### src/rtl/pll_reset_seq.sv
// Reset and lock sequencer for the core PLL: pulses the PLL reset, qualifies lock,
// holds the system reset until lock has been stable, and counts lock losses/timeouts.
module pll_reset_seq #(
   parameter int PLL_RST_CYCLES = 16,
   parameter int LOCK_TIMEOUT   = 65536,
   parameter int STABLE_CYCLES  = 1024,
   parameter int CNT_W          = 8
) (
   input  logic             inclk0,
   input  logic             areset_n,
   input  logic             pll_locked,
   input  logic             soft_reset,
   output logic             pll_rst,
   output logic             sys_reset,
   output logic             ready,
   output logic [CNT_W-1:0] lock_loss_cnt,
   output logic [CNT_W-1:0] timeout_cnt,
   output logic [1:0]       dbg_state
);

   localparam int MAX_A = (PLL_RST_CYCLES > LOCK_TIMEOUT) ? PLL_RST_CYCLES : LOCK_TIMEOUT;
   localparam int MAX_P = (MAX_A > STABLE_CYCLES) ? MAX_A : STABLE_CYCLES;
   localparam int CW    = $clog2(MAX_P);

   localparam logic [CW-1:0]    RST_LAST    = CW'(PLL_RST_CYCLES - 1);
   localparam logic [CW-1:0]    WAIT_LAST   = CW'(LOCK_TIMEOUT - 1);
   localparam logic [CW-1:0]    STABLE_LAST = CW'(STABLE_CYCLES - 1);
   localparam logic [CW-1:0]    CNT_ONE     = CW'(1);
   localparam logic [CNT_W-1:0] DIAG_MAX    = {CNT_W{1'b1}};
   localparam logic [CNT_W-1:0] DIAG_ONE    = CNT_W'(1);

   typedef enum logic [1:0] {
      ST_PLLRST = 2'd0,
      ST_WAIT   = 2'd1,
      ST_STABLE = 2'd2,
      ST_RUN    = 2'd3
   } state_t;

   state_t           state_q, state_d;
   logic [CW-1:0]    cnt_q, cnt_d;
   logic [CNT_W-1:0] lock_loss_cnt_q, lock_loss_cnt_d;
   logic [CNT_W-1:0] timeout_cnt_q, timeout_cnt_d;
   logic             pll_rst_q, pll_rst_d;
   logic             sys_reset_q, sys_reset_d;
   logic             ready_q, ready_d;
   logic             sync1_q, locked_s_q;

   // pll_locked comes from the PLL with no relation to inclk0.
   always_ff @(posedge inclk0 or negedge areset_n) begin
      if (!areset_n) begin
         sync1_q    <= 1'b0;
         locked_s_q <= 1'b0;
      end else begin
         sync1_q    <= pll_locked;
         locked_s_q <= sync1_q;
      end
   end

   always_ff @(posedge inclk0 or negedge areset_n) begin
      if (!areset_n) begin
         state_q         <= ST_PLLRST;
         cnt_q           <= '0;
         lock_loss_cnt_q <= '0;
         timeout_cnt_q   <= '0;
         pll_rst_q       <= 1'b1;
         sys_reset_q     <= 1'b1;
         ready_q         <= 1'b0;
      end else begin
         state_q         <= state_d;
         cnt_q           <= cnt_d;
         lock_loss_cnt_q <= lock_loss_cnt_d;
         timeout_cnt_q   <= timeout_cnt_d;
         pll_rst_q       <= pll_rst_d;
         sys_reset_q     <= sys_reset_d;
         ready_q         <= ready_d;
      end
   end

   always_comb begin
      state_d         = state_q;
      cnt_d           = cnt_q + CNT_ONE;
      lock_loss_cnt_d = lock_loss_cnt_q;
      timeout_cnt_d   = timeout_cnt_q;

      case (state_q)
         ST_PLLRST: begin
            if (cnt_q == RST_LAST) state_d = ST_WAIT;
         end
         ST_WAIT: begin
            if (locked_s_q) begin
               state_d = ST_STABLE;
            end else if (cnt_q == WAIT_LAST) begin
               state_d = ST_PLLRST;
               if (timeout_cnt_q != DIAG_MAX) timeout_cnt_d = timeout_cnt_q + DIAG_ONE;
            end
         end
         ST_STABLE: begin
            if (!locked_s_q) begin
               state_d = ST_WAIT;
            end else if (cnt_q == STABLE_LAST) begin
               state_d = ST_RUN;
            end
         end
         ST_RUN: begin
            // The counter is idle in RUN; lock loss wins over a soft reset request.
            cnt_d = cnt_q;
            if (!locked_s_q) begin
               state_d = ST_PLLRST;
               if (lock_loss_cnt_q != DIAG_MAX) lock_loss_cnt_d = lock_loss_cnt_q + DIAG_ONE;
            end else if (soft_reset) begin
               state_d = ST_STABLE;
            end
         end
         default: state_d = ST_PLLRST;
      endcase

      if (state_d != state_q) cnt_d = '0;

      // Decoded from the next state so the registered outputs move with the state.
      pll_rst_d   = (state_d == ST_PLLRST);
      sys_reset_d = (state_d != ST_RUN);
      ready_d     = (state_d == ST_RUN);
   end

   assign pll_rst       = pll_rst_q;
   assign sys_reset     = sys_reset_q;
   assign ready         = ready_q;
   assign lock_loss_cnt = lock_loss_cnt_q;
   assign timeout_cnt   = timeout_cnt_q;
   assign dbg_state     = state_q;

endmodule

### config.mk
export PLATFORM = sky130hd
export DESIGN_NAME = pll_reset_seq
export DESIGN_NICKNAME = d
export VERILOG_FILES = /design/src/rtl/pll_reset_seq.sv
export SDC_FILE = /design/constraint.sdc
export NUM_CORES = 1
export LEC_CHECK = 0
export CAP_MARGIN = 0
export CORE_MARGIN = 5
export CORE_UTILIZATION = 49
export CTS_BUF_LIST = sky130_fd_sc_hd__clkbuf_8
export DETAILED_ROUTE_END_ITERATION = 12
export GPL_ROUTABILITY_DRIVEN = 1
export PLACE_DENSITY = 0.87
export SLEW_MARGIN = 20
export SYNTH_ARGS = -nofsm -noshare
export SYNTH_HDL_FRONTEND = slang
export SYNTH_SLANG_ARGS = --single-unit
### constraint.sdc
create_clock -name inclk0 -period 1.95 [get_ports inclk0]
set_input_delay 0.39 -clock inclk0 [delete_from_list [all_inputs] [get_ports inclk0]]
set_output_delay 0.39 -clock inclk0 [all_outputs]
set_load 0.01 [all_outputs]
# Word level (Yosys, flattened, before mapping)
# Cells that the tools add are included.
dict set report totals {
  regBits 39
  input_bits 4
}
dict set report op_classes {
  add_sub_neg 3
  n_eq_ne 12
  mux 10
  n_bitwise 1
  reduce_logical 4
}
# operator n
set op_table {}
lappend op_table {{$mux 16} 2}
lappend op_table {{$add 16x1->16 const B} 1}
lappend op_table {{$add 8x1->8 const B} 2}
lappend op_table {{$eq 16x10->1 const B} 1}
lappend op_table {{$eq 16x16->1 const B} 1}
lappend op_table {{$eq 16x4->1 const B} 1}
lappend op_table {{$ne 8x8->1 const B} 2}
lappend op_table {{$mux 2} 7}
lappend op_table {{$pmux 2 s4} 1}
lappend op_table {{$eq 2x2->1 const B} 3}
lappend op_table {{$logic_not 2->1} 2}
lappend op_table {{$ne 2x2->1 const B} 2}
lappend op_table {{$reduce_and 4->1} 1}
lappend op_table {{$reduce_and 3->1} 1}
lappend op_table {{$eq 2x1->1 const B} 1}
lappend op_table {{$ne 2x2->1} 1}
lappend op_table {{$not 1->1} 1}

# Longest topological paths before layout
# Gate-level depths: netlist of run 1.
dict set report depth {
  word_depth 6
  mapped_depth 7
}

# Worst setup path before layout of run 1
# No wires, ideal clock.
dict set report synth_path {
  path_type {reg-to-reg}
  from {register cnt_q[12]}
  to {register cnt_q[6]}
  setup_time_ps 119
  arrival_ps 1936
  setup_slack_ps -104
  stages_incl_launch_ff 7
  period_less_slack_ps 2054
  cell_sequence {dfrtp_1 or4_1 nor4_2 a311oi_1 nor4_4 buf_6 nor2_1}
}
dict set report synth_via {
  elab_chain_len 6
  elab_cells_between_ends 12
}
# item line_no
set synth_lines {}
lappend synth_lines {{start, declared} 40} ;# logic [CW-1:0] cnt_q, cnt_d;
lappend synth_lines {{start signal, assigned} 70} ;# cnt_q <= cnt_d;
lappend synth_lines {{$eq 16x10->1 / $eq 16x16->1 (equally long branches)} {100, 92}}
lappend synth_lines {{$mux 2 (on tied branches)} {100, 92}}
lappend synth_lines {{$mux 2 (on tied branches)} {98, 90}}
lappend synth_lines {{$pmux 2 s4 (*)} 85} ;# case (state_q)
lappend synth_lines {{$ne 2x2->1 (*)} 117} ;# if (state_d != state_q) cnt_d = '0;
lappend synth_lines {{$ne 2x2->1 (no line) / $mux 16 (equally long branches)} --}
# Mark *: on every way between the ends. The rest lies on a longest branch, timed or not.
# A chain may end at the register's enable or synchronous reset.

# Final worst setup path of run 1
dict set report layout_path {
  from {register cnt_q[11]}
  to {register cnt_q[7]}
}
# Same word-level chain as after synthesis.

==> results of run 1 <==
metal layers:
metal	up-vias	part of all wire (%)
met5	-	0
li1	684	-
met2	25	52
met3	5	4.1
met1	689	43
met4	0	1.1
cell usage in the layout (no fill, tap or decap), drive strengths merged, types with 2 or more instances in the layout:
master	netlist	routed
a21oi	3	3
nand2	14	14
clkbuf	0	5
a211oi	2	2
nand2b	2	2
dfrtp	37	37
nand4	10	10
ha	3	3
buf	3	17
nor4	3	3
xor2	15	15
and3	8	8
clkinv	0	2
mux2i	2	2
and4	2	2
xnor2	13	13
clkdlybuf4s50	0	23
dfstp	2	2
nand3	11	11
inv	2	2
nor2	26	26
cell type report:
| cell class | instances | area, um^2 | area share [%] |
|---|---|---|---|
| sequential | 39 | 978 | 40.9 |
| multi-input combinational | 127 | 860 | 35.9 |
| timing repair buffer | 40 | 375 | 15.7 |
| clock buffer | 5 | 68.8 | 2.88 |
| tap | 48 | 60.1 | 2.51 |
| clock inverter | 3 | 43.8 | 1.83 |
| inverter | 2 | 7.51 | 0.314 |
repair_timing:
item                       in CTS  in global routing
setup endpoints to repair      16                 21
resized for setup               3                  7
pin swaps                       0                  0
setup buffers                   0                  1
worst max-delay path by stage:
stage | from | endpoint | cells past startpoint
2_1_floorplan | cnt_q[12] | cnt_q[6] | 6
3_3_place_gp | cnt_q[11] | cnt_q[1] | 6
3_5_place_dp | cnt_q[11] | cnt_q[5] | 6
4_1_cts | cnt_q[11] | cnt_q[5] | 6
5_1_grt | cnt_q[11] | cnt_q[10] | 6
6_report | cnt_q[11] | cnt_q[7] | 6
power breakdown:
group          internal (uW)  switching, uW  total, uW
combinational            335            330        666
clock                    381            290        670
sequential               906           67.3        974
synth_stat cells (3+ instances only):
cell type and instances:
nand4_1 10, and3_1 8, a21oi_1 3, xnor2_1 13
nand3_1 11, ha_1 3, dfrtp_1 37, xor2_1 15
nor2_1 26, nand2_1 14
through the flow:
stage          worst slack, ns  setup TNS (ns)  power [uW]
2_1_floorplan          -0.0934          -0.936        1330
3_3_place_gp            0.0274               0        1600
3_5_place_dp           -0.0157          -0.112        1620
4_1_cts               0.000521               0        2300
5_1_grt                -0.0990           -1.60        2440
6_report               -0.0333          -0.369        2310
registers in the layout, indices dropped and copies added, names as in the netlist:
signal / flops
sync1_q: 1
pll_rst: 1
cnt_q: 16
dbg_state: 2
lock_loss_cnt: 8
sys_reset: 1
ready: 1
timeout_cnt: 8
locked_s_q: 1
logic make-up (layout without fill, tap and decap cells):
group	Yosys count	count (layout)	synth area share, %
simple gates	80	80	22.9
flops	39	39	53.3
xor+xnor	28	28	13.4
compound gates	13	13	5.11
buf+inv	5	50	1.57
fa+ha+maj	3	3	2.05
mux	3	3	1.70
==> flow_summary.ini, run 1 <==
[worst_setup_path]
crit_path_end_kind = register
crit_arrival_ns = 2.17
cpMostUsedCell = nor4_4
r2r_slack_ns = -0.03
crit_family = simple AND/OR/NAND/NOR gates
worstPathCellList = or4_4 > nor4_4 > a211oi_2 > nor4_4 > buf_6 > nor2_1
critPathKind = register to register
reg2reg_depth = 6
crit_required_ns = 2.14
crit_buf_inv = 1
critPathMaxFanout = 7
r2r-start = cnt_q[11]
r2r_end = cnt_q[7]
slowest_delay_ns = 0.55
worst_path_max_delay_cell = or4_4
start_kind = register

[placed_design]
dp_hpwl_um = 2720
dp_cells = 255
place_area_um2 = 2240
place.gp.congestion = 0.837
io_buffers = 24

[detailed_routing]
drc_errors = 0
routedWlPerCell_um = 14.2
vias_per_cell = 5.31
vias = 1403
drt_wl_total_um = 3760
drt_iter0_drc = 86
ant_nets = 0
dr.pass1.iters = 4

[yosys]
synth-seq-cells = 39
synth_top_area_share_pct = 50.4
synth.area.top_cells = dfrtp_1, xor2_1, xnor2_1, nor2_1, nand4_1
synth_cells = 171
seq_area_frac_synth_pct = 53.3
yosysWarnings = 0
ys_types = 34
yosys.area.top_type = dfrtp_1
async_flop_share_pct = 100
synthesis.nets = 178
synth_area_um2 = 1840
synth_edf_count = 0
ys.flop_type = dfrtp_1
syn_area_per_cell_um2 = 10.7

[clock_network]
clkTransAtPathRegs_ns = 0.08
clock-sinks = 39
cts_root_buf = clkbuf_8
numCtsBuffers = 5
clock_latency_ns = 0.29
cts.htree.levels = 2
cts-hold-fix-buffers = 0
cts_tree = yes
clk_path_buf_depth = 2

[status]
outcome = finished with violations
violations = setup timing

[global_routing]
grt_max_degree = 21
grt.met3_usage_pct = 5.11
use_met1_pct = 20.0
grt_pass1_vias = 1488
grt_pass1_wl_um = 6510
grt-busiest-layer = met2
grt_usage_pct = 16.0
antenna_found_initial = 0
grt_remaining_overflow = 0
use_met2_pct = 26.0

[floorplanning]
start_util_pct = 50.5
core_area_um2 = 3630
pin_count = 25
die_w_um = 71.2
chipHeight_um = 71.2
fp-row-count = 22
dieArea_um2 = 5070

[cells_and_area]
drive_gt1_share_pct = 18.1
fin_cells = 264
stdcell_area_um2 = 2390
final_net_count = 222
fin_util_pct = 65.9
antennaDiodeCount = 0
nFillCells = 292
syn_to_final_growth_pct = 30.4

[timing]
rsz0062_at_grt = true
hold_slack_ns = 0.0357
drv_slew = 0
layout_min_cycle_time_ns = 1.98
fin_skew_ns = 0.00518
hold_violations = 0
layout_worst_path_cycle_share_pct = 102
max_slew.worst_pin.slew_ns = 0.519
setup_viol = 16
relSlewSlack_pct = 65.1
setup_slack_ns = -0.0333
max_freq_ghz = 0.504

[power]
ir_worst_vdd_mv = 0.507
p_per_area_nw_per_um2 = 965
p_leak_uw = 0.00110

[worst_hold_path]
min_path_type = input port to async pin

[run]
maxCapViolCount = 0
No activity file was read; power rests on OpenSTA's default activity.
==> inputs of run 2 (changes only) <==
--- a/config.mk
+++ b/config.mk
@@ -12,6 +12,7 @@
 export DETAILED_ROUTE_END_ITERATION = 12
 export GPL_ROUTABILITY_DRIVEN = 1
 export PLACE_DENSITY = 0.87
+export SKIP_LAST_GASP = 1
 export SLEW_MARGIN = 20
 export SYNTH_ARGS = -nofsm -noshare
 export SYNTH_HDL_FRONTEND = slang
==> flow_summary.ini, run 2 (same netlist as run 1, synthesis figures left out) <==
[placed_design]
dp_cells = 255
io_buffers = 24
dp_hpwl_um = 2720
place.gp.congestion = 0.837
place_area_um2 = 2240

[global_routing]
antenna_found_initial = 0
grt_remaining_overflow = 0
grt-busiest-layer = met2
grt_max_degree = 21
use_met2_pct = 26.3
use_met1_pct = 20.0
grt_usage_pct = 16.1
grt.met3_usage_pct = 5.11
grt_pass1_vias = 1492
grt_pass1_wl_um = 6540

[timing]
layout_min_cycle_time_ns = 1.95
max_freq_ghz = 0.513
drv_slew = 0
fin_skew_ns = 0.00556
relSlewSlack_pct = 66.2
hold_violations = 0
layout_worst_path_cycle_share_pct = 99.9
rsz0062_at_grt = true
setup_viol = 0
max_slew.worst_pin.slew_ns = 0.503

[power]
p_leak_uw = 0.00109
power_uw = 2280
seqPwrFrac_pct = 42.8
switchingPower_uw = 671
power.internal_uw = 1610
sw_frac_of_total_pct = 29.5
power_frac_clock_pct = 29.3
p_per_area_nw_per_um2 = 958
combPwrFrac_pct = 27.9
ir_worst_vdd_mv = 0.502

[clock_network]
clock-sinks = 39
cts.htree.levels = 2
clkTransAtPathRegs_ns = 0.08
numCtsBuffers = 5
cts_root_buf = clkbuf_8
cts-hold-fix-buffers = 0
clock_latency_ns = 0.29
cts_tree = yes
clk_path_buf_depth = 2

[cells_and_area]
antennaDiodeCount = 0
stdcell_area_um2 = 2380
nFillCells = 291
fin_util_pct = 65.4
largest_reg_flops = 16
fin_cells = 264
layout_commonest_cell = dfrtp_1
layout_common_cells = dfrtp_1, nor2_1, clkdlybuf4s50_1
final_net_count = 222
largest-register = cnt_q
drive_gt1_share_pct = 16.2
syn_to_final_growth_pct = 29.4

[detailed_routing]
vias = 1416
drt_iter0_drc = 85
dr.pass1.iters = 4
routedWlPerCell_um = 14.2
drc_errors = 0
vias_per_cell = 5.36
drt_wl_total_um = 3740
ant_nets = 0

[floorplanning]
core_area_um2 = 3630
chipHeight_um = 71.2
fp-row-count = 22
die_w_um = 71.2
start_util_pct = 50.5
pin_count = 25
dieArea_um2 = 5070

[worst_setup_path]
start_kind = register
r2r-start = cnt_q[11]
crit_required_ns = 2.13
reg2reg_depth = 6
r2r_slack_ns = 0.002
crit_path_end_kind = register
critPathMaxFanout = 7
slowest_delay_ns = 0.55
worst_path_max_delay_cell = or4_4
crit_arrival_ns = 2.13
cpMostUsedCell = nor4_4
r2r_end = cnt_q[14]
critPathKind = register to register
worstPathCellList = or4_4 > nor4_4 > a211oi_2 > nor4_4 > buf_4 > nor2_1

[worst_hold_path]
min_path_type = input port to async pin

[status]
outcome = finished clean

[run]
maxCapViolCount = 0
## run 2: cell type report
cell class | instances | area (um^2) | share of cell area [%]
Multi-Input combinational cell | 127 | 850 | 35.8
Tap cell | 48 | 60.1 | 2.53
Sequential cell | 39 | 978 | 41.2
Clock buffer | 5 | 68.8 | 2.90
Inverter | 2 | 7.51 | 0.316
Timing Repair Buffer | 40 | 368 | 15.5
Clock inverter | 3 | 43.8 | 1.84
## run 2: per-layer routing
| layer | wire [um] | vias up |
|---|---|---|
| li1 | - | 683 |
| met1 | 1610 | 695 |
| met2 | 1930 | 32 |
| met3 | 160 | 6 |
| met4 | 38 | 0 |
| met5 | 0 | - |
## run 2: worst max-delay path by stage
stage,from,slack [ns],to,cells past startpoint
2_1_floorplan,cnt_q[12],-0.09,cnt_q[6],6
6_report,cnt_q[11],0.002,cnt_q[14],6
3_5_place_dp,cnt_q[11],-0.02,cnt_q[5],6
3_3_place_gp,cnt_q[11],0.03,cnt_q[1],6
4_1_cts,cnt_q[11],-0.0006,cnt_q[14],6
5_1_grt,cnt_q[11],-0.08,cnt_q[10],6
## run 2: stage by stage
stage | TNS [ns] | worst slack, ns | hold WS [ns]
global placement | 0 | 0.0274 | 0.335
finish | 0 | 0.00236 | 0.0376
floorplan | -0.936 | -0.0934 | 0.0944
CTS | -0.000575 | -0.000575 | 0.0495
detailed placement | -0.112 | -0.0157 | 0.343
global route | -1.20 | -0.0830 | 0.0692
## run 2: critical path, delay by kind of cell (launching register included)
family | cells | cell delay, ns
flops | 1 | 0.38
compound gates | 1 | 0.14
buf+inv | 1 | 0.21
simple gates | 4 | 1.10
## run 2: power by group through the flow
stage	clock, uW	sequential [uW]	combinational, uW
floorplan	0	1020	301
global placement	0	985	617
detailed placement	0	992	633
CTS	685	975	636
global route	720	987	709
finish	668	974	635
## run 2: repair_timing
action	CTS	global route
cloned	0	0
buffers inserted	0	1
hold endpoints to repair	0	0
endpoints found under the setup margin	16	21
resized for setup	2	2
